===== config.mk =====
export PLATFORM = sky130hd
export DESIGN_NAME = uart_tx_queue
export DESIGN_NICKNAME = d
export VERILOG_FILES = /design/src/rtl/uart_pkg.sv /design/src/rtl/uart_sync_fifo.sv /design/src/rtl/uart_tx_queue.sv
export SDC_FILE = /design/constraint.sdc
export NUM_CORES = 1
export LEC_CHECK = 0
export ABC_AREA = 1
export BUFFER_PORTS_ARGS = -buffer_cell sky130_fd_sc_hd__buf_2
export CORE_MARGIN = 2
export CORE_UTILIZATION = 33
export CTS_BUF_LIST = sky130_fd_sc_hd__clkbuf_8
export DETAILED_ROUTE_END_ITERATION = 10
export SLEW_MARGIN = 20
export SYNTH_ARGS = -nofsm -noshare
export SYNTH_HDL_FRONTEND = slang
export SYNTH_HIERARCHICAL = 1
export SYNTH_SLANG_ARGS = --single-unit

===== constraint.sdc =====
create_clock -name clk -period 2.99 [get_ports clk]
set_clock_uncertainty 0.05 [all_clocks]
set_input_delay 0.4485 -clock clk [delete_from_list [all_inputs] [get_ports clk]]
set_output_delay 0.4485 -clock clk [all_outputs]
set_load 0.02 [all_outputs]

===== src/rtl/uart_pkg.sv =====
// Shared types and helpers for the UART transmit queue.
// Optional drop counter in the top is enabled by UART_TXQ_DROP_CNT_EN.
package uart_pkg;

    localparam int DATA_W = 8;

    typedef enum logic [1:0] {
        IDLE    = 2'd0,
        LOAD    = 2'd1,
        WAIT_HI = 2'd2,
        WAIT_LO = 2'd3
    } tx_state_t;

    // Saturating 8-bit increment, sticks at 8'hFF.
    function automatic logic [7:0] sat_inc8(input logic [7:0] v);
        return (v == 8'hFF) ? v : v + 8'd1;
    endfunction

endpackage


===== src/rtl/uart_sync_fifo.sv =====
// Synchronous circular FIFO with extra-MSB pointers; full/empty/level are
// registered and derived from the next-state pointers.
module uart_sync_fifo
    import uart_pkg::*;
#(
    parameter int ADDR_W = 4,
    parameter int DW     = DATA_W
) (
    input  logic              clk,
    input  logic              reset,
    input  logic              wr_en,
    input  logic [DW-1:0]     wr_data,
    input  logic              rd_en,
    output logic [DW-1:0]     rd_data,
    output logic              full,
    output logic              empty,
    output logic [ADDR_W:0]   level
);

    localparam int DEPTH = 2 ** ADDR_W;

    logic [DW-1:0]   r_mem [DEPTH];
    logic [ADDR_W:0] r_wr_ptr;
    logic [ADDR_W:0] r_rd_ptr;
    logic [ADDR_W:0] r_level;
    logic            r_full;
    logic            r_empty;

    logic            w_push;
    logic            w_pop;
    logic [ADDR_W:0] w_wr_ptr_next;
    logic [ADDR_W:0] w_rd_ptr_next;

    // A push while full is refused even if a pop frees a slot this cycle.
    assign w_push = wr_en && !r_full;
    assign w_pop  = rd_en && !r_empty;

    assign w_wr_ptr_next = r_wr_ptr + (ADDR_W + 1)'(w_push);
    assign w_rd_ptr_next = r_rd_ptr + (ADDR_W + 1)'(w_pop);

    always_ff @(posedge clk) begin
        if (reset) begin
            r_wr_ptr <= '0;
            r_rd_ptr <= '0;
            r_level  <= '0;
            r_full   <= 1'b0;
            r_empty  <= 1'b1;
        end else begin
            r_wr_ptr <= w_wr_ptr_next;
            r_rd_ptr <= w_rd_ptr_next;
            r_level  <= w_wr_ptr_next - w_rd_ptr_next;
            r_full   <= (w_wr_ptr_next[ADDR_W] != w_rd_ptr_next[ADDR_W]) &&
                        (w_wr_ptr_next[ADDR_W-1:0] == w_rd_ptr_next[ADDR_W-1:0]);
            r_empty  <= (w_wr_ptr_next == w_rd_ptr_next);
        end
    end

    always_ff @(posedge clk) begin
        if (w_push) begin
            r_mem[r_wr_ptr[ADDR_W-1:0]] <= wr_data;
        end
    end

    // Head is read combinationally; the consumer registers it on pop.
    assign rd_data = r_mem[r_rd_ptr[ADDR_W-1:0]];
    assign full    = r_full;
    assign empty   = r_empty;
    assign level   = r_level;

endmodule


===== src/rtl/uart_tx_queue.sv =====
// Byte queue in front of a UART transmitter: pops one byte, strobes tx_wr,
// waits out tx_busy. Define UART_TXQ_DROP_CNT_EN to add the drop_count output.
module uart_tx_queue
    import uart_pkg::*;
#(
    parameter int ADDR_W    = 4,
    parameter int BUSY_WAIT = 15
) (
    input  logic              clk,
    input  logic              reset,
    input  logic              wr_en,
    input  logic [DATA_W-1:0] wr_data,
    output logic              full,
    output logic              empty,
    output logic [ADDR_W:0]   level,
    output logic              overflow,
`ifdef UART_TXQ_DROP_CNT_EN
    output logic [7:0]        drop_count,
`endif
    input  logic              tx_enable,
    input  logic              tx_busy,
    output logic              tx_wr,
    output logic [DATA_W-1:0] tx_data
);

    localparam logic [7:0] WAIT_LAST = 8'(BUSY_WAIT - 1);

    tx_state_t         r_state;
    tx_state_t         w_state_next;
    logic [7:0]        r_wait_cnt;
    logic [7:0]        w_wait_cnt_next;
    logic [DATA_W-1:0] r_tx_data;

    logic              w_pop;
    logic              w_drop;
    logic              w_full;
    logic              w_empty;
    logic [ADDR_W:0]   w_level;
    logic [DATA_W-1:0] w_rd_data;

    uart_sync_fifo #(
        .ADDR_W (ADDR_W),
        .DW     (DATA_W)
    ) u_fifo (
        .clk     (clk),
        .reset   (reset),
        .wr_en   (wr_en),
        .wr_data (wr_data),
        .rd_en   (w_pop),
        .rd_data (w_rd_data),
        .full    (w_full),
        .empty   (w_empty),
        .level   (w_level)
    );

    assign w_drop = wr_en && w_full;

    always_comb begin
        w_state_next    = r_state;
        w_wait_cnt_next = r_wait_cnt;
        w_pop           = 1'b0;
        case (r_state)
            IDLE: begin
                if (!w_empty && tx_enable && !tx_busy) begin
                    w_pop        = 1'b1;
                    w_state_next = LOAD;
                end
            end
            LOAD: begin
                w_state_next    = WAIT_HI;
                w_wait_cnt_next = '0;
            end
            WAIT_HI: begin
                // A transmitter that never acknowledges is given up on; the byte is not retried.
                if (tx_busy) begin
                    w_state_next = WAIT_LO;
                end else if (r_wait_cnt == WAIT_LAST) begin
                    w_state_next = IDLE;
                end else begin
                    w_wait_cnt_next = r_wait_cnt + 8'd1;
                end
            end
            WAIT_LO: begin
                if (!tx_busy) begin
                    w_state_next = IDLE;
                end
            end
            default: w_state_next = IDLE;
        endcase
    end

    always_ff @(posedge clk) begin
        if (reset) begin
            r_state    <= IDLE;
            r_wait_cnt <= '0;
            r_tx_data  <= '0;
        end else begin
            r_state    <= w_state_next;
            r_wait_cnt <= w_wait_cnt_next;
            if (w_pop) begin
                r_tx_data <= w_rd_data;
            end
        end
    end

`ifdef UART_TXQ_DROP_CNT_EN
    logic [7:0] r_drop_count;

    always_ff @(posedge clk) begin
        if (reset) begin
            r_drop_count <= '0;
        end else if (w_drop) begin
            r_drop_count <= sat_inc8(r_drop_count);
        end
    end

    assign drop_count = r_drop_count;
    assign overflow   = (r_drop_count != 8'd0);
`else
    logic r_overflow;

    always_ff @(posedge clk) begin
        if (reset) begin
            r_overflow <= 1'b0;
        end else if (w_drop) begin
            r_overflow <= 1'b1;
        end
    end

    assign overflow = r_overflow;
`endif

    assign full    = w_full;
    assign empty   = w_empty;
    assign level   = w_level;
    assign tx_wr   = (r_state == LOAD);
    assign tx_data = r_tx_data;

endmodule


==> impl_results.html <==
<table>
<tr><th>Metric</th><th>Value</th></tr>
<tr><th colspan="2">Floorplan</th></tr>
<tr><td>Ports placed on the boundary</td><td>30</td></tr>
<tr><td>Die outline width</td><td>approximately 150 um</td></tr>
<tr><td>Standard-cell row count</td><td>53</td></tr>
<tr><td>Effective utilization at floorplan</td><td>0.3348</td></tr>
<tr><td>Die height</td><td>roughly 150 um</td></tr>
<tr><td>Die outline area</td><td>between 20000 and 25000 um2</td></tr>
<tr><td>Standard cell core area</td><td>approximately 21000 um2</td></tr>
<tr><th colspan="2">Timing</th></tr>
<tr><td>Unrepaired setup endpoints after global routing</td><td>no</td></tr>
<tr><td>Tightest hold margin</td><td>254.4 ps</td></tr>
<tr><td>Measured slew at the worst slew-check pin</td><td>807.2 ps</td></tr>
<tr><td>Final Hold Vio Count</td><td>0</td></tr>
<tr><td>Relative slew slack</td><td>0.4599</td></tr>
<tr><td>Min setup slack post-route</td><td>~420 ps</td></tr>
<tr><td>Time the worst path needs with I/O delays and setup</td><td>2569 ps</td></tr>
<tr><td>Final setup vio count</td><td>0</td></tr>
<tr><td>Fmax achieved</td><td>roughly 390 MHz</td></tr>
<tr><td>Post-route setup TNS</td><td>0 ps</td></tr>
<tr><td>Final worst path period share</td><td>0.8592</td></tr>
<tr><td>Slew Viols, Final</td><td>0</td></tr>
<tr><th colspan="2">Final layout</th></tr>
<tr><td>Layout filler cell count</td><td>between 2k and 2.5k</td></tr>
<tr><td>Leading cell type in the layout, fill and taps excluded</td><td>sky130_fd_sc_hd__nor2_1</td></tr>
<tr><td>Non-filler cells, final</td><td>about 990</td></tr>
<tr><td>Net count, final</td><td>~720</td></tr>
<tr><td>Most frequent cells in the layout</td><td>sky130_fd_sc_hd__nor2_1, sky130_fd_sc_hd__edfxtp_1, sky130_fd_sc_hd__nand2_1</td></tr>
<tr><td>P&amp;R area growth vs syn</td><td>12.43%</td></tr>
<tr><td>Antenna diodes</td><td>0</td></tr>
<tr><td>Fraction of final layout cells with drive strength greater than 1</td><td>0.1547</td></tr>
<tr><th colspan="2">Clocking</th></tr>
<tr><td>Count of cells resized by post-cts repair</td><td>0</td></tr>
<tr><td>Number of clock sinks seen by CTS</td><td>between 150 and 200</td></tr>
<tr><td>Clock tree from TritonCTS</td><td>yes</td></tr>
<tr><td>Number of setup buffers added after CTS</td><td>0</td></tr>
<tr><td>Clock root cell</td><td>sky130_fd_sc_hd__clkbuf_8</td></tr>
<tr><td>Clock tree buffer depth</td><td>2</td></tr>
<tr><td>Number of clock buffers inserted by TritonCTS</td><td>17</td></tr>
<tr><td># H-tree levels</td><td>4</td></tr>
<tr><td>Number of buffers inserted for hold repair after clock tree synthesis</td><td>0</td></tr>
<tr><td>Clock Pin Slew Worst Setup and Hold Paths</td><td>about 90 ps</td></tr>
<tr><td>Clock insertion delay at the later pin of the skew report</td><td>approximately 450 ps</td></tr>
<tr><th colspan="2">Power and ir drop</th></tr>
<tr><td>Power per unit of standard cell area</td><td>about 590 nW/um2</td></tr>
<tr><td>Worst VDD drop</td><td>around 0.21 mV</td></tr>
<tr><td>Cell leakage power</td><td>0.002821 uW</td></tr>
<tr><td>Post-layout total power</td><td>around 4700 uW</td></tr>
<tr><th colspan="2">Worst setup path</th></tr>
<tr><td>Req. time, crit path</td><td>around 3300 ps</td></tr>
<tr><td>Startpoint types</td><td>flip-flop</td></tr>
<tr><td>Data arrival, critical path</td><td>roughly 2900 ps</td></tr>
<tr><td>Critical path type</td><td>reg2reg</td></tr>
<tr><td>Setup crit end kind</td><td>flip-flop</td></tr>
<tr><td>Worst Path Max Fanout</td><td>9</td></tr>
<tr><th colspan="2">Global routing</th></tr>
<tr><td>Number of global-route vias before repair</td><td>around 4.5k</td></tr>
<tr><td>Total routing usage reported by global routing</td><td>0.1435</td></tr>
<tr><td>Overflow left after global routing</td><td>0</td></tr>
<tr><td>Largest net degree at the start of global routing</td><td>65</td></tr>
<tr><td>Number of antenna violations at the first check in global routing</td><td>0</td></tr>
<tr><td>Global-route wire length before repair</td><td>around 25 mm</td></tr>
<tr><th colspan="2">Route</th></tr>
<tr><td>DRC violation total after the first TritonRoute iteration</td><td>390</td></tr>
<tr><td>WL per Instance</td><td>approximately 16 um</td></tr>
<tr><td>Detail-routed via count per cell</td><td>approximately 4.8</td></tr>
<tr><td>Detailed Routing Iterations Pass 1</td><td>5</td></tr>
<tr><td>Final ANT Viol Nets</td><td>0</td></tr>
<tr><td>Number of vias in the routed layout</td><td>roughly 4.7k</td></tr>
<tr><td>Post-route DRC</td><td>0</td></tr>
<tr><td>Final wirelength</td><td>15.46 mm</td></tr>
<tr><th colspan="2">Hold path</th></tr>
<tr><td>Worst hold path class</td><td>in2reg</td></tr>
<tr><th colspan="2">Placement</th></tr>
<tr><td>Post-place setup slack</td><td>between 200 and 250 ps</td></tr>
<tr><td>Final weighted congestion in routability-driven placement</td><td>about 0.81</td></tr>
<tr><td># placed instances</td><td>approximately 950</td></tr>
<tr><td>Buffers added on ports</td><td>29</td></tr>
<tr><td>Final HPWL from detailed placement</td><td>just under 10 mm</td></tr>
<tr><th colspan="2">Logic synthesis</th></tr>
<tr><td>Mean Syn Cell Area</td><td>10.58 um2</td></tr>
<tr><td>Number of distinct standard cells referenced by the synthesized netlist</td><td>32</td></tr>
<tr><td>Gate count of the mapped netlist</td><td>around 660</td></tr>
<tr><td>FF+latch count, synth</td><td>between 150 and 200</td></tr>
<tr><td>Mapped cell area</td><td>about 7000 um2</td></tr>
<tr><td>Syn_nets</td><td>a little under 700</td></tr>
<tr><td>Proportion of synthesized chip area in sequential cells</td><td>0.6506</td></tr>
<tr><td>Yosys warning count</td><td>6</td></tr>
<tr><th colspan="2">Flow run</th></tr>
<tr><td>Max-cap violations</td><td>0</td></tr>
<tr><th colspan="2">Status</th></tr>
<tr><td>Outcome</td><td>finished clean</td></tr>
</table>
-- where the power goes --
part / leakage, uW / internal, uW / switching (uW)
Clock: 0.000211 / 768 / 867
Combinational: 0.00116 / 140 / 327
Sequential: 0.00145 / 2520 / 47.2
Total: 0.00282 / 3430 / 1240
-- path summary, 6_finish.rpt --
kind | start | to | slack, ps | cells after the start
worst max register to register | r_state[0]$_SDFFE_PP0P_ | u_fifo/level[4]$_SDFF_PP0_ | 420 | 16
worst min-delay path | wr_en | overflow$_SDFFE_PP0P_ | 250 | 3
worst max-delay path | r_state[0]$_SDFFE_PP0P_ | u_fifo/level[4]$_SDFF_PP0_ | 420 | 16
worst min register to register | tx_data[2]$_SDFFE_PP0P_ | tx_data[2]$_SDFFE_PP0P_ | 410 | 2
-- metrics by stage --
stage	cell area (um2)	util
2_1_floorplan	7015	-
3_3_place_gp	7481	0.3570
3_5_place_dp	7481	0.3570
4_1_cts	7888	0.3764
5_1_grt	7888	0.3764
6_report	7888	0.3764
-- cells by family after synthesis --
logic type,Yosys count,share of synthesized area
DFF,164,0.6506
and+or+nand+nor,271,0.1666
AOI/OAI and AO/OA,140,0.1145
buffers and inverters,74,0.04655
adders and majority gates,8,0.01427
xor gates and xnor gates,6,0.007492
-- state kept, by name, summed over array words and instances, names as in the netlist --
signal / flops
u_fifo/r_mem: 128
u_fifo/full: 1
u_fifo/r_rd_ptr: 5
u_fifo/r_wr_ptr: 5
r_state: 2
u_fifo/empty: 1
u_fifo/level: 5
tx_data: 8
overflow: 1
r_wait_cnt: 8
-- layer usage --
layer  vias to the layer above  wire [um]  GRT usage
met5                         -          0          0
met1                      2254       7158     0.1936
li1                       2357          -          -
met4                         0        146    0.04104
met2                        80       7555     0.2342
met3                         8        602    0.02988
-- area by class of cell --
cell class	count	area (um2)	share of cell area
clock buffer	17	234.0	0.02966
clock inverter	15	172.7	0.02189
inverter	46	175.2	0.02221
multi-input combinational	425	2125	0.2694
sequential	164	4567	0.5790
tap	275	344.1	0.04362
timing repair buffer	44	270.3	0.03426
-- critical path: stages (launching register included) --
cell and delay (ps):
sky130_fd_sc_hd__dfxtp_1 360, sky130_fd_sc_hd__nor2_1 170, sky130_fd_sc_hd__nand3_2 100, sky130_fd_sc_hd__inv_2 140
sky130_fd_sc_hd__inv_1 60, sky130_fd_sc_hd__nor2_1 100, sky130_fd_sc_hd__ha_1 230, sky130_fd_sc_hd__ha_1 300
sky130_fd_sc_hd__inv_1 70, sky130_fd_sc_hd__nand3_1 80, sky130_fd_sc_hd__nand2_2 110, sky130_fd_sc_hd__ha_1 150
sky130_fd_sc_hd__nor2_1 60, sky130_fd_sc_hd__o21ai_0 220, sky130_fd_sc_hd__nand2_2 70, sky130_fd_sc_hd__a21oi_1 130
sky130_fd_sc_hd__nor2_1 60
-- synth_stat cells --
master	count	area, um2
sky130_fd_sc_hd__nor2_1	144	540.5
sky130_fd_sc_hd__edfxtp_1	128	3844
sky130_fd_sc_hd__nand2_1	75	281.5
sky130_fd_sc_hd__o21ai_0	73	365.4
sky130_fd_sc_hd__inv_1	37	138.9
sky130_fd_sc_hd__dfxtp_1	36	720.7
sky130_fd_sc_hd__o211ai_1	33	247.7
sky130_fd_sc_hd__nand3_1	24	120.1
sky130_fd_sc_hd__a21oi_1	20	100.1
sky130_fd_sc_hd__clkbuf_1	11	41.29
sky130_fd_sc_hd__nand2_2	11	68.82
sky130_fd_sc_hd__buf_2	10	50.05
sky130_fd_sc_hd__o21ai_1	9	45.04
sky130_fd_sc_hd__ha_1	8	100.1
sky130_fd_sc_hd__inv_2	6	22.52
sky130_fd_sc_hd__nand3_2	6	60.06
sky130_fd_sc_hd__buf_4	5	37.54
sky130_fd_sc_hd__nand4_1	4	25.02
sky130_fd_sc_hd__xnor2_1	3	26.28
sky130_fd_sc_hd__xor2_1	3	26.28
sky130_fd_sc_hd__a21oi_2	2	17.52
sky130_fd_sc_hd__buf_6	2	22.52
sky130_fd_sc_hd__clkinv_1	2	7.510
sky130_fd_sc_hd__nor2_2	2	12.51
sky130_fd_sc_hd__nor2_4	2	22.52
sky130_fd_sc_hd__a21boi_2	1	11.26
sky130_fd_sc_hd__inv_4	1	6.260
sky130_fd_sc_hd__nand3b_4	1	20.02
sky130_fd_sc_hd__nand4_2	1	12.51
sky130_fd_sc_hd__nor3_1	1	5.000
sky130_fd_sc_hd__o21ai_2	1	8.760
sky130_fd_sc_hd__o21bai_1	1	7.510
No activity file was read; power rests on OpenSTA's default activity.
